`src/rtl/digi_pkg.sv`:
```
// Shared definitions for the digitiser record unpacker: default widths,
// header field positions, FSM encoding and the output beat formatter.
package digi_pkg;

   localparam int DEF_WIDTH   = 12;
   localparam int DEF_SIZE    = 8;
   localparam int DEF_BC_BITS = 5;
   localparam int CHAN_BITS   = 3;
   localparam int SAMPLE_BITS = 12;
   localparam int TDATA_BITS  = 16;

   // Header word layout: [WIDTH-1:8] reserved (must be 0), [7:5] chan, [4:0] bunch counter
   localparam int HDR_BC_LSB   = 0;
   localparam int HDR_CHAN_LSB = 5;
   localparam int HDR_RSVD_LSB = 8;

   typedef enum logic [1:0] {
      ST_IDLE = 2'd0,
      ST_HDR  = 2'd1,
      ST_DATA = 2'd2
   } state_t;

   // Output beat: {1'b0, chan, sample}
   function automatic logic [TDATA_BITS-1:0] mk_tdata(input logic [CHAN_BITS-1:0]   chan,
                                                      input logic [SAMPLE_BITS-1:0] sample);
      return {1'b0, chan, sample};
   endfunction

endpackage

```
`src/rtl/skid_fifo2.sv`:
```
// Two-entry output buffer. Entry 0 drives the outputs directly, so the beat
// only changes on a pop or on a push into an empty buffer. Drained entries
// are cleared so the outputs fall back to zero when the buffer is empty.
module skid_fifo2 #(
   parameter int DW = 8
) (
   input  logic          clk,
   input  logic          rst,
   input  logic          push,
   input  logic [DW-1:0] push_data,
   input  logic          pop_ready,
   output logic          out_valid,
   output logic [DW-1:0] out_data,
   output logic [1:0]    count
);

   logic [DW-1:0] ent0_q, ent0_d;
   logic [DW-1:0] ent1_q, ent1_d;
   logic [1:0]    cnt_q, cnt_d;
   logic          pop;

   // Next-state of the two entries; a simultaneous push and pop keeps the count.
   always_comb begin
      ent0_d = ent0_q;
      ent1_d = ent1_q;
      cnt_d  = cnt_q;
      pop    = (cnt_q != 2'd0) && pop_ready;
      unique case ({push, pop})
         2'b10: begin
            if (cnt_q == 2'd0) ent0_d = push_data;
            else               ent1_d = push_data;
            cnt_d = cnt_q + 2'd1;
         end
         2'b01: begin
            ent0_d = ent1_q;
            ent1_d = '0;
            cnt_d  = cnt_q - 2'd1;
         end
         2'b11: begin
            if (cnt_q == 2'd1) begin
               ent0_d = push_data;
            end else begin
               ent0_d = ent1_q;
               ent1_d = push_data;
            end
         end
         default: ;
      endcase
   end

   // Entry and occupancy registers.
   always_ff @(posedge clk) begin
      if (rst) begin
         ent0_q <= '0;
         ent1_q <= '0;
         cnt_q  <= 2'd0;
      end else begin
         ent0_q <= ent0_d;
         ent1_q <= ent1_d;
         cnt_q  <= cnt_d;
      end
   end

   assign out_valid = (cnt_q != 2'd0);
   assign out_data  = ent0_q;
   assign count     = cnt_q;

endmodule

```
`src/rtl/digi_unpack.sv`:
```
// Unpacks header + sample records from the global FIFO into a tagged
// 16-bit beat stream with per-record last flag and bunch counter.
//
// state   | meaning
// --------+-----------------------------------------------------------
// ST_IDLE | waiting for a header word; pops it as soon as FIFO non-empty
// ST_HDR  | header word on FIFO_DOUT; capture chan/BC/HOWMANY
// ST_DATA | fetching samples while buffer space and FIFO data allow
module digi_unpack
   import digi_pkg::*;
#(
   parameter int WIDTH   = DEF_WIDTH,
   parameter int SIZE    = DEF_SIZE,
   parameter int BC_BITS = DEF_BC_BITS
) (
   input  logic                  CLK,
   input  logic                  RST,
   input  logic [WIDTH-1:0]      FIFO_DOUT,
   input  logic                  FIFO_EMPTY,
   output logic                  FIFO_RDREQ,
   input  logic [SIZE-1:0]       HOWMANY,
   output logic [TDATA_BITS-1:0] M_TDATA,
   output logic [BC_BITS-1:0]    M_TUSER,
   output logic                  M_TVALID,
   input  logic                  M_TREADY,
   output logic                  M_TLAST,
   output logic [15:0]           REC_COUNT,
   output logic                  HDR_ERR,
   output logic                  ZERO_LEN
);

   localparam int              BUF_W = 1 + BC_BITS + TDATA_BITS;
   localparam logic [SIZE-1:0] ONE   = 1;

   state_t                 state_q, state_d;
   logic [SIZE-1:0]        fetch_cnt_q, fetch_cnt_d;
   logic [CHAN_BITS-1:0]   chan_q, chan_d;
   logic [BC_BITS-1:0]     bc_q, bc_d;
   logic                   hdr_err_q, hdr_err_d;
   logic                   zero_len_q, zero_len_d;
   logic [15:0]            rec_count_q, rec_count_d;
   logic                   inflight_q, inflight_d;
   logic                   inflight_last_q, inflight_last_d;

   logic                   rd_req;
   logic                   pop;
   logic [2:0]             pending;
   logic [BUF_W-1:0]       push_data;
   logic                   buf_valid;
   logic [BUF_W-1:0]       buf_data;
   logic [1:0]             buf_cnt;
   logic                   buf_last;

   // A returning sample always belongs to the record whose tags are still in
   // chan_q/bc_q: the next header cannot be captured until two cycles after
   // the last sample fetch, by which time that sample has been pushed.
   assign push_data = {inflight_last_q, bc_q,
                       mk_tdata(chan_q, FIFO_DOUT[SAMPLE_BITS-1:0])};
   assign buf_last  = buf_data[BUF_W-1];

   // Sequencing, fetch gating and sticky status.
   always_comb begin
      state_d         = state_q;
      fetch_cnt_d     = fetch_cnt_q;
      chan_d          = chan_q;
      bc_d            = bc_q;
      hdr_err_d       = hdr_err_q;
      zero_len_d      = zero_len_q;
      rec_count_d     = rec_count_q;
      inflight_d      = 1'b0;
      inflight_last_d = 1'b0;
      rd_req          = 1'b0;
      pop             = buf_valid & M_TREADY;
      // Occupancy is taken net of this cycle's pop so a full-rate stream
      // keeps exactly one sample buffered and one in flight.
      pending         = {1'b0, buf_cnt} - {2'b00, pop} + {2'b00, inflight_q};

      unique case (state_q)
         ST_IDLE: begin
            if (!FIFO_EMPTY) begin
               rd_req  = 1'b1;
               state_d = ST_HDR;
            end
         end
         ST_HDR: begin
            chan_d = FIFO_DOUT[HDR_CHAN_LSB +: CHAN_BITS];
            bc_d   = FIFO_DOUT[HDR_BC_LSB +: BC_BITS];
            if (FIFO_DOUT[WIDTH-1:HDR_RSVD_LSB] != '0) hdr_err_d = 1'b1;
            if (HOWMANY == '0) begin
               zero_len_d = 1'b1;
               state_d    = ST_IDLE;
            end else begin
               fetch_cnt_d = HOWMANY;
               state_d     = ST_DATA;
            end
         end
         ST_DATA: begin
            if (!FIFO_EMPTY && (fetch_cnt_q != '0) && (pending < 3'd2)) begin
               rd_req          = 1'b1;
               inflight_d      = 1'b1;
               inflight_last_d = (fetch_cnt_q == ONE);
               fetch_cnt_d     = fetch_cnt_q - ONE;
               if (fetch_cnt_q == ONE) state_d = ST_IDLE;
            end
         end
         default: state_d = ST_IDLE;
      endcase

      if (pop && buf_last) rec_count_d = rec_count_q + 16'd1;
   end

   // FSM and record-tracking registers.
   always_ff @(posedge CLK) begin
      if (RST) begin
         state_q         <= ST_IDLE;
         fetch_cnt_q     <= '0;
         chan_q          <= '0;
         bc_q            <= '0;
         hdr_err_q       <= 1'b0;
         zero_len_q      <= 1'b0;
         rec_count_q     <= 16'd0;
         inflight_q      <= 1'b0;
         inflight_last_q <= 1'b0;
      end else begin
         state_q         <= state_d;
         fetch_cnt_q     <= fetch_cnt_d;
         chan_q          <= chan_d;
         bc_q            <= bc_d;
         hdr_err_q       <= hdr_err_d;
         zero_len_q      <= zero_len_d;
         rec_count_q     <= rec_count_d;
         inflight_q      <= inflight_d;
         inflight_last_q <= inflight_last_d;
      end
   end

   skid_fifo2 #(
      .DW(BUF_W)
   ) u_buf (
      .clk       (CLK),
      .rst       (RST),
      .push      (inflight_q),
      .push_data (push_data),
      .pop_ready (M_TREADY),
      .out_valid (buf_valid),
      .out_data  (buf_data),
      .count     (buf_cnt)
   );

   // The pop request is combinational so it can never outrun FIFO_EMPTY;
   // it is held off while reset is applied.
   assign FIFO_RDREQ = rd_req & ~RST;
   assign M_TVALID   = buf_valid;
   assign M_TDATA    = buf_data[TDATA_BITS-1:0];
   assign M_TUSER    = buf_data[TDATA_BITS +: BC_BITS];
   assign M_TLAST    = buf_last;
   assign REC_COUNT  = rec_count_q;
   assign HDR_ERR    = hdr_err_q;
   assign ZERO_LEN   = zero_len_q;

endmodule

```
`config.mk`:
```
export PLATFORM = sky130hd
export DESIGN_NAME = digi_unpack
export DESIGN_NICKNAME = d
export VERILOG_FILES = /design/src/rtl/digi_pkg.sv /design/src/rtl/skid_fifo2.sv /design/src/rtl/digi_unpack.sv
export SDC_FILE = /design/constraint.sdc
export NUM_CORES = 1
export LEC_CHECK = 0
export CAP_MARGIN = 20
export CELL_PAD_IN_SITES_DETAIL_PLACEMENT = 2
export CELL_PAD_IN_SITES_GLOBAL_PLACEMENT = 2
export CORE_MARGIN = 1.5
export CORE_UTILIZATION = 33
export DETAILED_ROUTE_END_ITERATION = 8
export GPL_TIMING_DRIVEN = 0
export PLACE_DENSITY = 0.84
export SLEW_MARGIN = 20
export SYNTH_ARGS = -nofsm -noshare
export SYNTH_HDL_FRONTEND = slang
export SYNTH_SLANG_ARGS = --single-unit
```
`constraint.sdc`:
```
create_clock -name CLK -period 8.7 [get_ports CLK]
set_clock_uncertainty 0.2 [all_clocks]
set_input_delay 1.74 -clock CLK [delete_from_list [all_inputs] [get_ports CLK]]
set_output_delay 1.74 -clock CLK [all_outputs]
set_load 0.1 [all_outputs]
```
Word level (Yosys, flattened, before mapping)
Cells that the tools add are included.
{"block": "classes", "addsub": 6, "magnitude_cmp": 1, "n_eq_ne": 14, "muxes": 18, "bitwise": 5, "n_reduce_logical": 22}
{"operator": "22-bit case mux with 3 select lines", "n": 2}
{"operator": "22-bit two-way mux", "n": 4}
{"operator": "16-bit by 1-bit adder with 16-bit output, second input constant", "n": 1}
{"operator": "8-bit two-way mux", "n": 2}
{"operator": "8-bit case mux with 2 select lines", "n": 1}
{"operator": "2-bit inequality test, second input constant", "n": 6}
{"operator": "3-bit AND reduction", "n": 3}
{"operator": "8-bit by 1-bit == test with 1-bit output, second input constant", "n": 1}
{"operator": "8-bit zero test", "n": 1}
{"operator": "2-bit two-way mux", "n": 4}
{"operator": "8-bit nonzero test", "n": 1}
{"operator": "8-bit by 1-bit subtractor with 8-bit output, second input constant", "n": 1}
{"operator": "2-bit by 1-bit == test with 1-bit output, second input constant", "n": 3}
{"operator": "2-bit == test, second input constant", "n": 3}
{"operator": "2-bit case mux with 3 select lines", "n": 1}
{"operator": "2-bit AND reduction", "n": 3}
{"operator": "2-bit nonzero test", "n": 3}
{"operator": "1-bit logical AND", "n": 4}
{"operator": "2-bit zero test", "n": 2}
{"operator": "2-bit case mux with 2 select lines", "n": 1}
{"operator": "4-bit nonzero test", "n": 1}
{"operator": "3-bit by 1-bit adder with 3-bit output", "n": 1}
{"operator": "3-bit by 2-bit less-than comparator with 1-bit output, second input constant", "n": 1}
{"operator": "1-bit NOT", "n": 3}
{"operator": "11 further kinds", "n": 13}
{"block": "word_totals", "register_bits": 84, "inputBits": 24, "out_inout_bits": 42, "word_cells": 78}

Logic depth before layout (Yosys ltp)
{"block": "depth", "word_depth": 9, "ltp_mapped": 11}

Modules after synthesis
Synthesis repeated with hierarchy kept, for this count alone.
{"block": "hier_totals", "hier_cells": 467, "hier_area_um2": 3941.3}
{"mod": "skid_fifo2", "n_inst": 1, "cells_each": 250, "area_per_inst_um2": 2135.8, "seq_area_each_um2": 920.9}
{"mod": "digi_unpack", "n_inst": 1, "cells_each": 217, "area_per_inst_um2": 1805.5, "seq_area_each_um2": 760.7}

Least setup slack after synthesis
No wires, ideal clock.
{"block": "synth_path", "kind": "input to output", "startpoint": "in M_TREADY", "endpoint": "out FIFO_RDREQ", "t_arrival_ps": 4056, "required_time_ps": 6760, "path_slack_ps": 2704, "cell_stages": 8, "cell_sequence": "nor2b_1 xnor2_1 nand2_1 fa_1 xnor2_1 nand4b_1 nor3_1 or2_1"}
{"block": "synth_between", "elab_chain_cells": 8}
{"element": "start, declared", "line_no": "digi_unpack.sv:25", "source": "input logic M_TREADY,"}
{"element": "1-bit AND", "line_no": "digi_unpack.sv:73", "source": "pop = buf_valid & M_TREADY;"}
{"element": "2-bit by 1-bit subtractor with 3-bit output", "line_no": "digi_unpack.sv:76", "source": "pending = {1'b0, buf_cnt} - {2'b00, pop} + {2'b00, inflight_q};"}
{"element": "3-bit by 1-bit adder with 3-bit output", "line_no": "digi_unpack.sv:76"}
{"element": "3-bit by 2-bit less-than comparator with 1-bit output", "line_no": "digi_unpack.sv:98", "source": "if (!FIFO_EMPTY && (fetch_cnt_q != '0) && (pending < 3'd2)) begin"}
{"element": "1-bit logical AND", "line_no": "digi_unpack.sv:98"}
{"element": "1-bit two-way mux", "line_no": "digi_unpack.sv:98"}
{"element": "1-bit case mux with 2 select lines", "line_no": "digi_unpack.sv:78", "source": "unique case (state_q)"}
{"element": "1-bit AND", "line_no": "digi_unpack.sv:152", "source": "assign FIFO_RDREQ = rd_req & ~RST;"}
{"element": "end, declared", "line_no": "digi_unpack.sv:20", "source": "output logic FIFO_RDREQ,"}
Every way passes these cells.

Worst setup path after layout
Ends and elaborated chain as after synthesis.

==> impl_metrics.toml <==
[floorplanning]
initial_utilization_pct = 33.83
design.portCount = 66
fp.dieW_um = 108.2
die-area_um2 = 11700
die_h_um = 108.2
fp.coreArea_um2 = 10790
fp-row-count = 38

[timing]
grt_setup_unrepaired = "false"
setup_viol = 0
hold_violations = 0
fmax_ghz = 0.1302
max_slew_margin_pct = 34.57
worstMarginPinSlew_ns = 0.9784
slew_violations = 0
timing.final.crit_period_ns = 7.682
tns_ns = 0
setup_slack_ns = 1.018
hold_slack_ns = 0.2557
finalCritPeriodShare_pct = 88.30

[run]
maxCapViolations = 0

[final_layout]
design_area_um2 = 4673
final_cells = 649
syn2layout_area_growth_pct = 28.00
diodes = 0
drive_gt1_share_pct = 5.697
nets = 536
post-route-util_pct = 43.30

[setup_path]
start_kind = "input pin"
critPathMaxFanout = 6
cp_cell_sequence = "clkdlybuf4s50_1 -> nor2b_1 -> xnor2_1 -> nand2_1 -> fa_1 -> xnor2_1 -> nand4b_1 -> nor3_1 -> or2_1 -> clkdlybuf4s50_1"
crit_path_top_delay_cell = "clkdlybuf4s50_1"
critPathMaxStageDelay_ns = 1.14
crit_type = "input pin to output port"
path_delay_family = "buffers and inverters"
cp-end-kind = "output port"
path_buf_inv = 2
required_ns = 6.76
arrival_ns = 5.74

[global_route]
grt_max_degree = 14
grt_pass1_wl_um = 19490
grtUsageMet3_pct = 4.039
grt_busiest_layer = "met2"
grt_pass1_vias = 3690
gr-usage-met2_pct = 39.20
met1_usage_pct = 26.35
grt_usage_pct = 21.87
antenna_found_initial = 0
grt.overflow.total = 0

[clock_network]
cts_root_buf = "clkbuf_8"
cts_hold_buf = 0
cts_buffer_depth = 2
h-tree-depth = 3
clock_latency_ns = 0.36
cts-resized-gates = 0
clock_sinks = 82
cts.clk_slew.worst_paths_ns = 0.09
numCtsBuffers = 9
cts_tree = "yes"
postCtsSetupRepairBufs = 0

[power_and_ir_drop]
ir_drop_uv = 134.0
p_total_mw = 1.367
p_per_area_nw_per_um2 = 292.4
p_leak_nw = 1.699

[detailed_routing]
vias_per_cell = 5.239
drt-initial-drc-count = 95
post_drt_wl_per_cell_um = 18.33
vias = 3400
remaining_drc_errors = 0
routed_wl_um = 11900
drtAntennaViolNets = 0
first_pass_iters = 4

[place]
pre_cts_ws_ns = 1.139
dp_cells = 634
hpwl_um = 8636
gp_congestion = 0.8139
port_buffers = 63
placed_area_um2 = 4457

[outcome]
outcome = "finished, final reports clean"

[synthesis]
synthTopCellsByArea = "dfxtp_1 45%, nand2_1 6.2%, mux2i_1 5.8%, a21oi_1 5.5%, nor2_1 4.8%"
synth_cell_types = 49
ys_seq_elements = 82
synth_top_cell_area_share_pct = 44.96
synthArstFlopShare_pct = 0
yosys_warnings = 0
syn_area_um2 = 3651
syn_nets = 462
synth_edf_count = 0
synth_top_cell_by_area = "dfxtp_1"
synthFlopType = "dfxtp_1"
yosysSeqAreaShare_pct = 44.96
synth_cells = 431
postSynthAreaPerCell_um2 = 8.471

[hold_path]
min_path_type = "flop to flop"
==> layout make-up <==
| cell class | count | area [um^2] |
|---|---|---|
| timing repair buffer | 63 | 630.6 |
| tap | 140 | 175.2 |
| buffer | 27 | 115.1 |
| clock buffer | 10 | 137.6 |
| multi-input combinational | 315 | 1868 |
| inverter | 7 | 26.28 |
| clock inverter | 5 | 78.83 |
| sequential | 82 | 1642 |
| fill | 1184 | 6120 |
==> registers in the layout (all words and copies together) (netlist names) <==
register and count:
chan_q 3, inflight_q 1, u_buf.out_data 21, u_buf.count 2, REC_COUNT 16, HDR_ERR 1
state_q 2, bc_q 5, fetch_cnt_q 8, ZERO_LEN 1, inflight_last_q 1, u_buf.ent1_q 21
==> placed cells by master, fill, tap and decap left out, drive strengths merged, types with 2 or more instances in the layout <==
cell type,count
nor4b,2
nor4,2
a211oi,21
mux2i,21
a21oi,42
buf,7
nand4,5
clkdlybuf4s50,63
clkbuf,30
nand2,60
bufinv,2
and4,2
clkinv,3
o31ai,2
nand2b,4
xor2,9
dfxtp,82
o21ai,12
nand3,33
inv,7
ha,6
or4,5
nor2,47
or3,3
a31o,3
and3,3
xnor2,7
nor3,9
nor2b,3
==> report_power, final <==
group	leakage (nW)	internal [mW]	total, mW	switching (mW)
registers	0.664	0.425	0.459	0.0343
logic	0.923	0.156	0.595	0.439
clock network	0.112	0.168	0.312	0.144
==> worst paths after layout <==
check	from	endpoint	slack (ns)	depth (start not counted)
max	M_TREADY	FIFO_RDREQ	1.02	10
min reg2reg	u_buf.ent1_q[19]	u_buf.ent1_q[19]	0.26	2
min	u_buf.ent1_q[19]	u_buf.ent1_q[19]	0.26	2
max reg2reg	u_buf.count[1]	fetch_cnt_q[0]	5.02	11
==> kinds of logic (layout without fill, tap and decap cells) <==
family,after synthesis,in the layout,synth area share [%]
AOI/OAI and AO/OA,86,86,14.94
xor gates and xnor gates,16,16,3.838
adders and majority gates,7,7,2.604
buffers and inverters,34,112,3.873
DFF,82,82,44.96
muxes,21,21,5.757
other,1,1,0.1027
and+or+nand+nor,184,184,23.92
==> synth_stat cells (all sizes together), types with 2 or more instances <==
master	n
clkbuf	20
nor4b	2
nand2b	4
nor2	47
and3	3
ha	6
and4	2
a211oi	21
nor2b	3
a31o	3
nand4	5
or3	3
mux2i	21
inv	7
nand3	33
nor4	2
xor2	9
o21ai	12
a21oi	42
xnor2	7
or4	5
nand2	60
buf	7
o31ai	2
dfxtp	82
nor3	9
==> metal layers <==
layer  up-vias  wire length, um
li1       1642                -
met1      1704             5224
met2        41             6260
met3        13              266
met4         0              146
met5         -                0
==> tightest hold or removal path: stages, from the launching register on <==
cell     delay, ns
dfxtp_1       0.32
nand2_1       0.05
a21oi_1       0.05
No activity file was read; power rests on OpenSTA's default activity.
